**config.mk**
```make
export PLATFORM = sky130hd
export DESIGN_NAME = mem_access_unit_flat
export DESIGN_NICKNAME = d
export VERILOG_FILES = /design/src/rtl/mem_access_unit_pkg.sv /design/src/rtl/mem_access_unit_if.sv /design/src/rtl/mem_access_unit_load_extract.sv /design/src/rtl/mem_access_unit.sv /design/src/flat_wrapper.sv
export SDC_FILE = /design/constraint.sdc
export NUM_CORES = 1
export LEC_CHECK = 0
export ABC_AREA = 1
export CORE_MARGIN = 4
export CORE_UTILIZATION = 43
export DETAILED_ROUTE_END_ITERATION = 8
export GPL_TIMING_DRIVEN = 0
export PLACE_DENSITY = 0.86
export SLEW_MARGIN = 10
export SYNTH_ARGS = -nofsm -noshare
export SYNTH_HDL_FRONTEND = slang
export SYNTH_SLANG_ARGS = --single-unit
```
**constraint.sdc**
```tcl
create_clock -name clk -period 6.6 [get_ports clk]
set_input_delay 1.98 -clock clk [delete_from_list [all_inputs] [get_ports clk]]
set_output_delay 1.98 -clock clk [all_outputs]
set_load 0.02 [all_outputs]
```
**src/rtl/mem_access_unit_pkg.sv**
```systemverilog
// -----------------------------------------------------------------------------
// mem_pkg
// Shared definitions for the MEM-stage memory access unit.
//   ADDR_W_DEFAULT : default width of the data-memory word index (256 words)
//   XLEN_DEFAULT   : default data / address width
//   F3_*           : funct3 access size/sign encodings
//   state_t        : merge FSM state encoding
//   f3_legal()     : true for the five defined access encodings
// -----------------------------------------------------------------------------
package mem_pkg;

   localparam int ADDR_W_DEFAULT = 8;
   localparam int XLEN_DEFAULT   = 32;

   localparam logic [2:0] F3_B  = 3'b000;
   localparam logic [2:0] F3_H  = 3'b001;
   localparam logic [2:0] F3_W  = 3'b010;
   localparam logic [2:0] F3_BU = 3'b100;
   localparam logic [2:0] F3_HU = 3'b101;

   typedef enum logic {
      S_IDLE  = 1'b0,
      S_MERGE = 1'b1
   } state_t;

   function automatic logic f3_legal(input logic [2:0] f3);
      return (f3 == F3_B) || (f3 == F3_H) || (f3 == F3_W) ||
             (f3 == F3_BU) || (f3 == F3_HU);
   endfunction

endpackage

```
**src/rtl/mem_access_unit_if.sv**
```systemverilog
// -----------------------------------------------------------------------------
// mem_access_unit_if
// Bundles the MEM-stage request signals and the data-memory port.
//   master : pipeline + data memory side (drives requests and DM_ReadData)
//   slave  : the access unit (drives memory controls, load result, stall)
// Signals:
//   MemReadM, MemWriteM, funct3M, ALUResultM, WriteDataM  pipeline request
//   DM_ReadData                                           async memory read
//   DM_Addr, DM_WriteData, DM_WE                          memory write port
//   ReadDataM, StallM, MisalignedM                        back to pipeline
// -----------------------------------------------------------------------------
interface mem_access_unit_if #(
   parameter int ADDR_W = 8,
   parameter int XLEN   = 32
);
   logic              MemReadM;
   logic              MemWriteM;
   logic [2:0]        funct3M;
   logic [XLEN-1:0]   ALUResultM;
   logic [XLEN-1:0]   WriteDataM;
   logic [XLEN-1:0]   DM_ReadData;
   logic [ADDR_W-1:0] DM_Addr;
   logic [XLEN-1:0]   DM_WriteData;
   logic              DM_WE;
   logic [XLEN-1:0]   ReadDataM;
   logic              StallM;
   logic              MisalignedM;

   modport master (
      output MemReadM, MemWriteM, funct3M, ALUResultM, WriteDataM, DM_ReadData,
      input  DM_Addr, DM_WriteData, DM_WE, ReadDataM, StallM, MisalignedM
   );

   modport slave (
      input  MemReadM, MemWriteM, funct3M, ALUResultM, WriteDataM, DM_ReadData,
      output DM_Addr, DM_WriteData, DM_WE, ReadDataM, StallM, MisalignedM
   );
endinterface

```
**src/rtl/mem_access_unit_load_extract.sv**
```systemverilog
// -----------------------------------------------------------------------------
// load_extract
// Pure-combinational load alignment: picks the byte/halfword addressed by the
// byte offset out of a memory word and sign- or zero-extends it.
//   word   in  XLEN  word read from data memory
//   off    in  2     byte offset within the word
//   funct3 in  3     access size/sign (B, H, W, BU, HU)
//   result out XLEN  aligned, extended value; 0 for an illegal funct3
// Halfwords use off[1] only and words ignore off (force-aligned access).
// -----------------------------------------------------------------------------
module load_extract
   import mem_pkg::*;
#(
   parameter int XLEN = XLEN_DEFAULT
) (
   input  logic [XLEN-1:0] word,
   input  logic [1:0]      off,
   input  logic [2:0]      funct3,
   output logic [XLEN-1:0] result
);

   logic [7:0]  byte_v;
   logic [15:0] half_v;

   always_comb begin
      // NOTE: every always_comb output gets a default first so no path leaves it unassigned (no latch).
      byte_v = word[{off, 3'b000} +: 8];
      half_v = off[1] ? word[31:16] : word[15:0];
      result = '0;
      case (funct3)
         F3_B:    result = {{(XLEN-8){byte_v[7]}}, byte_v};
         F3_BU:   result = {{(XLEN-8){1'b0}}, byte_v};
         F3_H:    result = {{(XLEN-16){half_v[15]}}, half_v};
         F3_HU:   result = {{(XLEN-16){1'b0}}, half_v};
         F3_W:    result = word;
         default: result = '0;
      endcase
   end

endmodule

```
**src/rtl/mem_access_unit.sv**
```systemverilog
// -----------------------------------------------------------------------------
// mem_access_unit
// Glue between the MEM-stage pipeline signals and a word-wide data memory.
// Loads are combinational with sign/zero extension. Full-word stores write in
// the request cycle. Byte/halfword stores are a two-cycle read-modify-write:
// the IDLE cycle stalls the pipeline and captures the old word, the MERGE
// cycle writes the old word with the target byte/halfword replaced.
// Ports:
//   clk  in   system clock
//   rst  in   asynchronous, active-high reset
//   bus  slave modport of mem_access_unit_if (requests, memory port, results)
// Configuration:
//   MEM_MISALIGN_TRAP_EN  defined: misaligned H/W access raises MisalignedM
//                         and is suppressed. Undefined: MisalignedM=0 and
//                         low offset bits are ignored (force-aligned).
// -----------------------------------------------------------------------------
module mem_access_unit
   import mem_pkg::*;
#(
   parameter int ADDR_W = ADDR_W_DEFAULT,
   parameter int XLEN   = XLEN_DEFAULT
) (
   input  logic           clk,
   input  logic           rst,
   mem_access_unit_if.slave bus
);

   state_t state_q, state_d;

   // Captured sub-word store context
   logic [XLEN-1:0]   old_q;
   logic [ADDR_W-1:0] idx_q;
   logic [1:0]        off_q;
   logic [2:0]        f3_q;
   logic [15:0]       wdata_q;

   logic [ADDR_W-1:0] idx;
   logic [1:0]        off;
   logic [2:0]        f3;
   logic              legal;
   logic              ld_req;
   logic              st_req;
   logic              st_word;
   logic              st_sub;
   logic              misaligned;
   logic [XLEN-1:0]   load_val;
   logic [XLEN-1:0]   merged;

   // Address bits above the word index wrap modulo 2^ADDR_W words.
   logic unused_addr_hi;
   assign unused_addr_hi = ^bus.ALUResultM[XLEN-1:ADDR_W+2];

   assign idx    = bus.ALUResultM[ADDR_W+1:2];
   assign off    = bus.ALUResultM[1:0];
   assign f3     = bus.funct3M;
   assign legal  = f3_legal(f3);
   // A simultaneous read and write request is a store.
   assign ld_req = bus.MemReadM && !bus.MemWriteM && legal;
   assign st_req = bus.MemWriteM;

`ifdef MEM_MISALIGN_TRAP_EN
   assign misaligned =
      (((ld_req && (f3 == F3_H || f3 == F3_HU)) || (st_req && f3 == F3_H)) && off[0]) ||
      ((ld_req || st_req) && f3 == F3_W && off != 2'b00);
`else
   assign misaligned = 1'b0;
`endif

   // Stores exist only as SB/SH/SW; the unsigned encodings are no-access stores.
   assign st_word = st_req && (f3 == F3_W) && !misaligned;
   assign st_sub  = st_req && (f3 == F3_B || f3 == F3_H) && !misaligned;

   load_extract #(.XLEN(XLEN)) u_load_extract (
      .word   (bus.DM_ReadData),
      .off    (off),
      .funct3 (f3),
      .result (load_val)
   );

   // Old word with the captured byte/halfword patched in.
   always_comb begin
      merged = old_q;
      if (f3_q == F3_B)
         merged[{off_q, 3'b000} +: 8] = wdata_q[7:0];
      else
         merged[{off_q[1], 4'b0000} +: 16] = wdata_q;
   end

   // State register
   always_ff @(posedge clk or posedge rst) begin
      if (rst)
         state_q <= S_IDLE;
      else
         // NOTE: sequential state uses non-blocking assignment so every flop samples pre-edge values.
         state_q <= state_d;
   end

   // Next-state logic
   always_comb begin
      state_d = S_IDLE;
      case (state_q)
         S_IDLE:  state_d = st_sub ? S_MERGE : S_IDLE;
         S_MERGE: state_d = S_IDLE;
         default: state_d = S_IDLE;
      endcase
   end

   // Capture registers are loaded on the IDLE->MERGE edge only.
   always_ff @(posedge clk or posedge rst) begin
      if (rst) begin
         old_q   <= '0;
         idx_q   <= '0;
         off_q   <= '0;
         f3_q    <= '0;
         wdata_q <= '0;
      end else if (state_q == S_IDLE && st_sub) begin
         old_q   <= bus.DM_ReadData;
         idx_q   <= idx;
         off_q   <= off;
         f3_q    <= f3;
         wdata_q <= bus.WriteDataM[15:0];
      end
   end

   // Output logic
   always_comb begin
      bus.DM_Addr      = '0;
      bus.DM_WriteData = '0;
      bus.DM_WE        = 1'b0;
      bus.ReadDataM    = '0;
      bus.StallM       = 1'b0;
      bus.MisalignedM  = 1'b0;
      // NOTE: outputs are gated by rst so a reset landing mid-MERGE cannot issue a write.
      if (!rst) begin
         case (state_q)
            S_IDLE: begin
               bus.DM_Addr     = idx;
               bus.MisalignedM = misaligned;
               if (st_word) begin
                  bus.DM_WE        = 1'b1;
                  bus.DM_WriteData = bus.WriteDataM;
               end else if (st_sub) begin
                  bus.StallM = 1'b1;
               end else if (ld_req && !misaligned) begin
                  bus.ReadDataM = load_val;
               end
            end
            S_MERGE: begin
               bus.DM_Addr      = idx_q;
               bus.DM_WriteData = merged;
               bus.DM_WE        = 1'b1;
            end
            default: ;
         endcase
      end
   end

endmodule

```
**src/flat_wrapper.sv**
```systemverilog
// flat-port wrapper written by rule: the top's interface ports become plain ports
module mem_access_unit_flat import mem_pkg::*;
#(
   parameter int ADDR_W = ADDR_W_DEFAULT,
   parameter int XLEN   = XLEN_DEFAULT
)
  (clk, rst, bus_MemReadM, bus_MemWriteM, bus_funct3M, bus_ALUResultM, bus_WriteDataM, bus_DM_ReadData, bus_DM_Addr, bus_DM_WriteData, bus_DM_WE, bus_ReadDataM, bus_StallM, bus_MisalignedM);
  mem_access_unit_if #(.ADDR_W(ADDR_W), .XLEN(XLEN)) bus_i ();
  input  logic clk;
  input  logic rst;
  input wire logic [$bits(bus_i.MemReadM)-1:0] bus_MemReadM;
  input wire logic [$bits(bus_i.MemWriteM)-1:0] bus_MemWriteM;
  input wire logic [$bits(bus_i.funct3M)-1:0] bus_funct3M;
  input wire logic [$bits(bus_i.ALUResultM)-1:0] bus_ALUResultM;
  input wire logic [$bits(bus_i.WriteDataM)-1:0] bus_WriteDataM;
  input wire logic [$bits(bus_i.DM_ReadData)-1:0] bus_DM_ReadData;
  output wire logic [$bits(bus_i.DM_Addr)-1:0] bus_DM_Addr;
  output wire logic [$bits(bus_i.DM_WriteData)-1:0] bus_DM_WriteData;
  output wire logic [$bits(bus_i.DM_WE)-1:0] bus_DM_WE;
  output wire logic [$bits(bus_i.ReadDataM)-1:0] bus_ReadDataM;
  output wire logic [$bits(bus_i.StallM)-1:0] bus_StallM;
  output wire logic [$bits(bus_i.MisalignedM)-1:0] bus_MisalignedM;
  assign bus_i.MemReadM = bus_MemReadM;
  assign bus_i.MemWriteM = bus_MemWriteM;
  assign bus_i.funct3M = bus_funct3M;
  assign bus_i.ALUResultM = bus_ALUResultM;
  assign bus_i.WriteDataM = bus_WriteDataM;
  assign bus_i.DM_ReadData = bus_DM_ReadData;
  assign bus_DM_Addr = bus_i.DM_Addr;
  assign bus_DM_WriteData = bus_i.DM_WriteData;
  assign bus_DM_WE = bus_i.DM_WE;
  assign bus_ReadDataM = bus_i.ReadDataM;
  assign bus_StallM = bus_i.StallM;
  assign bus_MisalignedM = bus_i.MisalignedM;
  mem_access_unit #(.ADDR_W(ADDR_W), .XLEN(XLEN)) u_core (.clk(clk), .rst(rst), .bus(bus_i));
endmodule
```
# Word level (Yosys, flattened, before mapping)
# Cells that the tools add are included.
[totals]
reg_bits = 62
in_bits = 103
latchBits = 0
mem_bits_ro = 0
ram_bits = 0
output_inout_bits = 75
n_memories = 0
[op_classes]
n_addsub = 2
n_div = 0
n_eq_ne = 4
muxes = 23
n_lt_le_gt_ge = 0
shifts = 5
bitwise_logic = 1
mul = 0
reduce_logical = 12
[op_table]
columns = ["op", "n"]
rows = [
  ["two-way mux 32 bit", 8],
  ["one-hot mux 32 bit (5 select lines)", 1],
  ["bitwise mux 32 bit", 2],
  ["one-hot mux 32 bit (2 select lines)", 1],
  ["variable shift 16 x 7 -> 32 bit (first input constant)", 1],
  ["variable shift 8 x 7 -> 32 bit (first input constant)", 1],
  ["indexed part select 16 x 7 -> 32 bit", 1],
  ["indexed part select 32 x 6 -> 8 bit", 1],
  ["indexed part select 8 x 7 -> 32 bit", 1],
  ["two-way mux 16 bit", 1],
  ["one-hot mux 8 bit (2 select lines)", 1],
  ["negation 5 -> 7 bit", 2],
  ["two-way mux 8 bit", 1],
  ["== test 3 bit (second input constant)", 2],
  ["zero test 3 bit", 2],
  ["two-way mux 1 bit", 6],
  ["logical AND 1 bit", 5],
  ["logical OR 1 bit", 4],
  ["one-hot mux 1 bit (2 select lines)", 2],
  ["== test 3 x 1 -> 1 bit (second input constant)", 1],
  ["== test 3 x 2 -> 1 bit (second input constant)", 1],
  ["zero test 1 bit", 1],
  ["NOT 1 bit", 1],
]

# Longest topological paths before layout
[logic_depth]
depth_word = 11
ltp_mapped = 12
depth_no_buf = 8

# Cells and area by module
# A second synthesis with hierarchy kept.
[unflattened]
hier_cells = 967
hier_area_um2 = 5612.9
[modules_own_cells]
columns = ["mod", "area_per_inst_um2", "n_inst", "cells_per_inst"]
rows = [
  ["mem_access_unit", 4715.8, 1, 769],
  ["load_extract", 897.1, 1, 198],
]

# Worst setup path after synthesis
# Ideal clock, no wire load.
[synth_path]
path_type = "input to output"
start = "input port rst"
end = "output port bus_DM_Addr[6]"
slack_ns = -0.171
cell_stages = 4
required_time_ns = 4.620
n_path_buf = 1
arrival_time_ns = 4.791
cell_sequence = "inv_1 clkbuf_1 o21ai_0 a21oi_1"
[synth_via]
elab_chain_len = 1
[synth_lines]
columns = ["element", "line_no", "rtl"]
rows = [
  ["from (decl)", "flat_wrapper.sv:10", "input logic rst;"],
  ["two-way mux 8 bit", "mem_access_unit.sv:134", "if (!rst) begin"],
  ["to (decl)", "flat_wrapper.sv:17", "output wire logic [$bits(bus_i.DM_Addr)-1:0] bus_DM_Addr;"],
]
# No other way between the ends.

# Final worst setup path
# Same ends and word-level chain as after synthesis.

==> flow_metrics.env <==
export IMPL_arrival_ps=4330
export IMPL_synth_warning_count=0
export IMPL_cts_root_buf="clkbuf_16"
export IMPL_syn_inst=965
export IMPL_cts_max_level=3
export IMPL_initial_core_util_pct=44.33
export IMPL_grt_max_degree=56
export IMPL_slowest_delay_ps=620
export IMPL_final_util_pct=60.70
export IMPL_path_max_fanout=55
export IMPL_p_per_area_mw_per_mm2=215.0
export IMPL_critical_path_class="input pin to output pin"
export IMPL_min_path_type="flip-flop to flip-flop"
export IMPL_avgSynthCellArea_um2=5.868
export IMPL_routabilityCongestion=1.001
export IMPL_cts_setup_buffers=0
export IMPL_grt_pass1_vias=6434
export IMPL_multi_input_area_mm2=0.003253
export IMPL_numCtsBuffers=9
export IMPL_avgRoutedWirePerCell_um=16.29
export IMPL_grt_pass1_wl_mm=33.14
export IMPL_die_h_um=122.8
export IMPL_clock_sinks=62
export IMPL_die_area_mm2=0.01507
export IMPL_skew_ps=6.129
export IMPL_rsz0062_at_grt="false"
export IMPL_setup_tns_ps=0
export IMPL_hold_viol=0
export IMPL_dpl_hpwl_mm=16.11
export IMPL_antennaDiodeCount=0
export IMPL_total_leakage_power_nw=3.865
export IMPL_synth_area_mm2=0.005663
export IMPL_via_per_inst=5.286
export IMPL_routed_wirelength_mm=21.28
export IMPL_cts_tree="built"
export IMPL_min_period_ps=6314
export IMPL_met1_length_mm=8.813
export IMPL_antenna_found_initial=1
export IMPL_cp_end_kind="output pin"
export IMPL_rrSetupSlack_ps=5250
export IMPL_nets=1237
export IMPL_max_slew_margin_pct=60.37
export IMPL_clkTransAtPathRegs_ps=60
export IMPL_wl_met3_mm=2.146
export IMPL_io_pins=178
export IMPL_vdd_drop_max_mv=0.1308
export IMPL_ant_nets=0
export IMPL_crit_top_cell="clkdlybuf4s50_1"
export IMPL_finalSetupViolations=0
export IMPL_path_cells="clkdlybuf4s50_1, inv_1, clkbuf_4, buf_16, o21ai_0, a21oi_1, clkdlybuf4s50_1"
export IMPL_core_area_mm2=0.01277
export IMPL_vias=6903
export IMPL_postLayoutCellArea_mm2=0.007754
export IMPL_syn2layout_area_growth_pct=36.92
export IMPL_wl_met2_mm=9.522
export IMPL_finalCritPeriodShare_pct=95.67
export IMPL_synth_fp_nets=1073
export IMPL_maxSlewViolCount=0
export IMPL_status="finished clean"
export IMPL_seq_area_frac_synth_pct=27.40
export IMPL_drt_iter0_drc=661
export IMPL_yosys_register_bits=62
export IMPL_fmax_ghz=0.1584
export IMPL_worst_pin_slew_ps=594.4
export IMPL_cts_hold_fix_buffers=0
export IMPL_cts_buffer_depth=2
export IMPL_highest_layer="met5"
export IMPL_drive_gt1_share_pct=10.14
export IMPL_fill_cells=1182
export IMPL_drt_pass1_iterations=7
export IMPL_ctsResizeCount=0
export IMPL_synth_cell_type_count=30
export IMPL_io_buffers=152
export IMPL_gr_total_overflow=0
export IMPL_track_usage_pct=28.03
export IMPL_cap_violations=0
export IMPL_postPlaceCellArea_mm2=0.007431
export IMPL_clock_latency_ps=340
export IMPL_startpoint_type="input pin"
export IMPL_fp_dieW_um=122.8
export IMPL_seq_area_mm2=0.001551
export IMPL_rows=41
export IMPL_critPathSlowestCell="clkdlybuf4s50_1"
export IMPL_cp_required_ps=4620
export IMPL_drc=0
-- flip-flops by register name (all words and copies together), names as in the netlist --
name	count
u_core.f3_q	3
u_core.idx_q	8
u_core.off_q	2
u_core.old_q	32
u_core.state_q	1
u_core.wdata_q	16
-- layout by cell type, fill, tap and decap left out, types with 2 or more instances in the layout --
master,n
buf_6,13
buf_2,17
bufinv_16,2
inv_2,2
nand2_2,6
clkdlybuf4s50_1,152
dfrtp_1,62
a21oi_1,39
ha_1,5
nor2_1,144
clkinvlp_4,2
a21oi_2,21
or2_2,16
nand3_1,80
o21ai_0,75
nand2_1,294
nand3_2,2
nor2_4,2
inv_1,117
nand2_4,3
buf_4,8
clkbuf_1,23
o21ai_1,25
clkbuf_16,9
-- per-stage QoR --
step	setup slack, ps	instances	power (mW)	hold slack (ps)
floorplan	961.8	965	0.9020	447.9
global placement	-544.6	1289	1.108	461.8
detailed placement	281.3	1290	1.125	469.9
CTS	266.0	1306	1.648	485.3
global route	101.8	1306	1.754	504.0
finish	285.9	1306	1.667	484.4
-- cell type report --
class,count,area share [%]
inverter,121,5.890
buffer,64,5.228
tap,172,2.776
clock buffer,9,2.905
timing repair buffer,153,19.98
clock inverter,7,1.259
multi-input combinational,718,41.96
sequential,62,20.01
-- routing by layer --
metal,GRT usage [%],vias to the layer above
li1,-,3311
met1,36.91,3100
met2,45.64,424
met3,5.576,66
met4,10.22,2
met5,0,-
-- where the power goes --
part / leakage, nW / total (mW) / switching [mW] / internal, mW
combinational: 2.94 / 0.639 / 0.407 / 0.232
clock: 0.152 / 0.527 / 0.195 / 0.332
sequential: 0.777 / 0.502 / 0.0567 / 0.445
total: 3.87 / 1.67 / 0.659 / 1.01
-- final timing paths --
path	endpoint	from	cells after the start
max in group asynchronous	u_core.wdata_q[0]$_DFFE_PP0P_	rst	4
min in group asynchronous	u_core.idx_q[4]$_DFFE_PP0P_	rst	3
worst max register to register	u_core.off_q[0]$_DFFE_PP0P_	u_core.state_q$_DFF_PP0_	4
worst min-delay path	u_core.idx_q[2]$_DFFE_PP0P_	u_core.idx_q[2]$_DFFE_PP0P_	2
worst min register to register	u_core.idx_q[2]$_DFFE_PP0P_	u_core.idx_q[2]$_DFFE_PP0P_	2
worst max-delay path	bus_DM_Addr[6]	rst	7
-- logic make-up after synthesis --
kind of cell               count (synthesis)  share of synthesized area [%]
other                                      1                        0.06622
buffers and inverters                    185                          15.16
DFF                                       62                          27.40
and+or+nand+nor                          552                          40.74
AOI/OAI and AO/OA                        160                          15.53
adders and majority gates                  5                          1.105
-- cell usage after synthesis --
library cell	number	area, um^2
buf_2	17	85.08
inv_4	1	6.260
nor3b_2	1	12.51
a21oi_1	39	195.2
nor2_2	1	6.260
buf_4	8	60.06
clkinv_1	1	3.750
nand2_1	294	1104
a21oi_2	21	183.9
o21ai_1	25	125.1
ha_1	5	62.56
nand2_4	3	33.78
or2_2	16	100.1
inv_2	2	7.510
inv_1	117	439.2
nand3b_1	1	7.510
buf_6	13	146.4
clkbuf_2	1	5.000
nor3_2	1	10.01
nand2_2	6	37.54
clkbuf_1	24	90.09
nand3_1	80	400.4
nor2_1	144	540.5
buf_8	1	15.01
nand3_2	2	20.02
conb_1	1	3.750
nand4_2	1	12.51
o21ai_0	75	375.4
nor2_4	2	22.52
dfrtp_1	62	1551
-- worst max-delay path, delay by kind of cell --
kind	cells	cell delay (ps)
AO/OA/AOI/OAI	2	270
buffers and inverters	5	2060
Note: power is estimated with default switching activity, not from simulation.
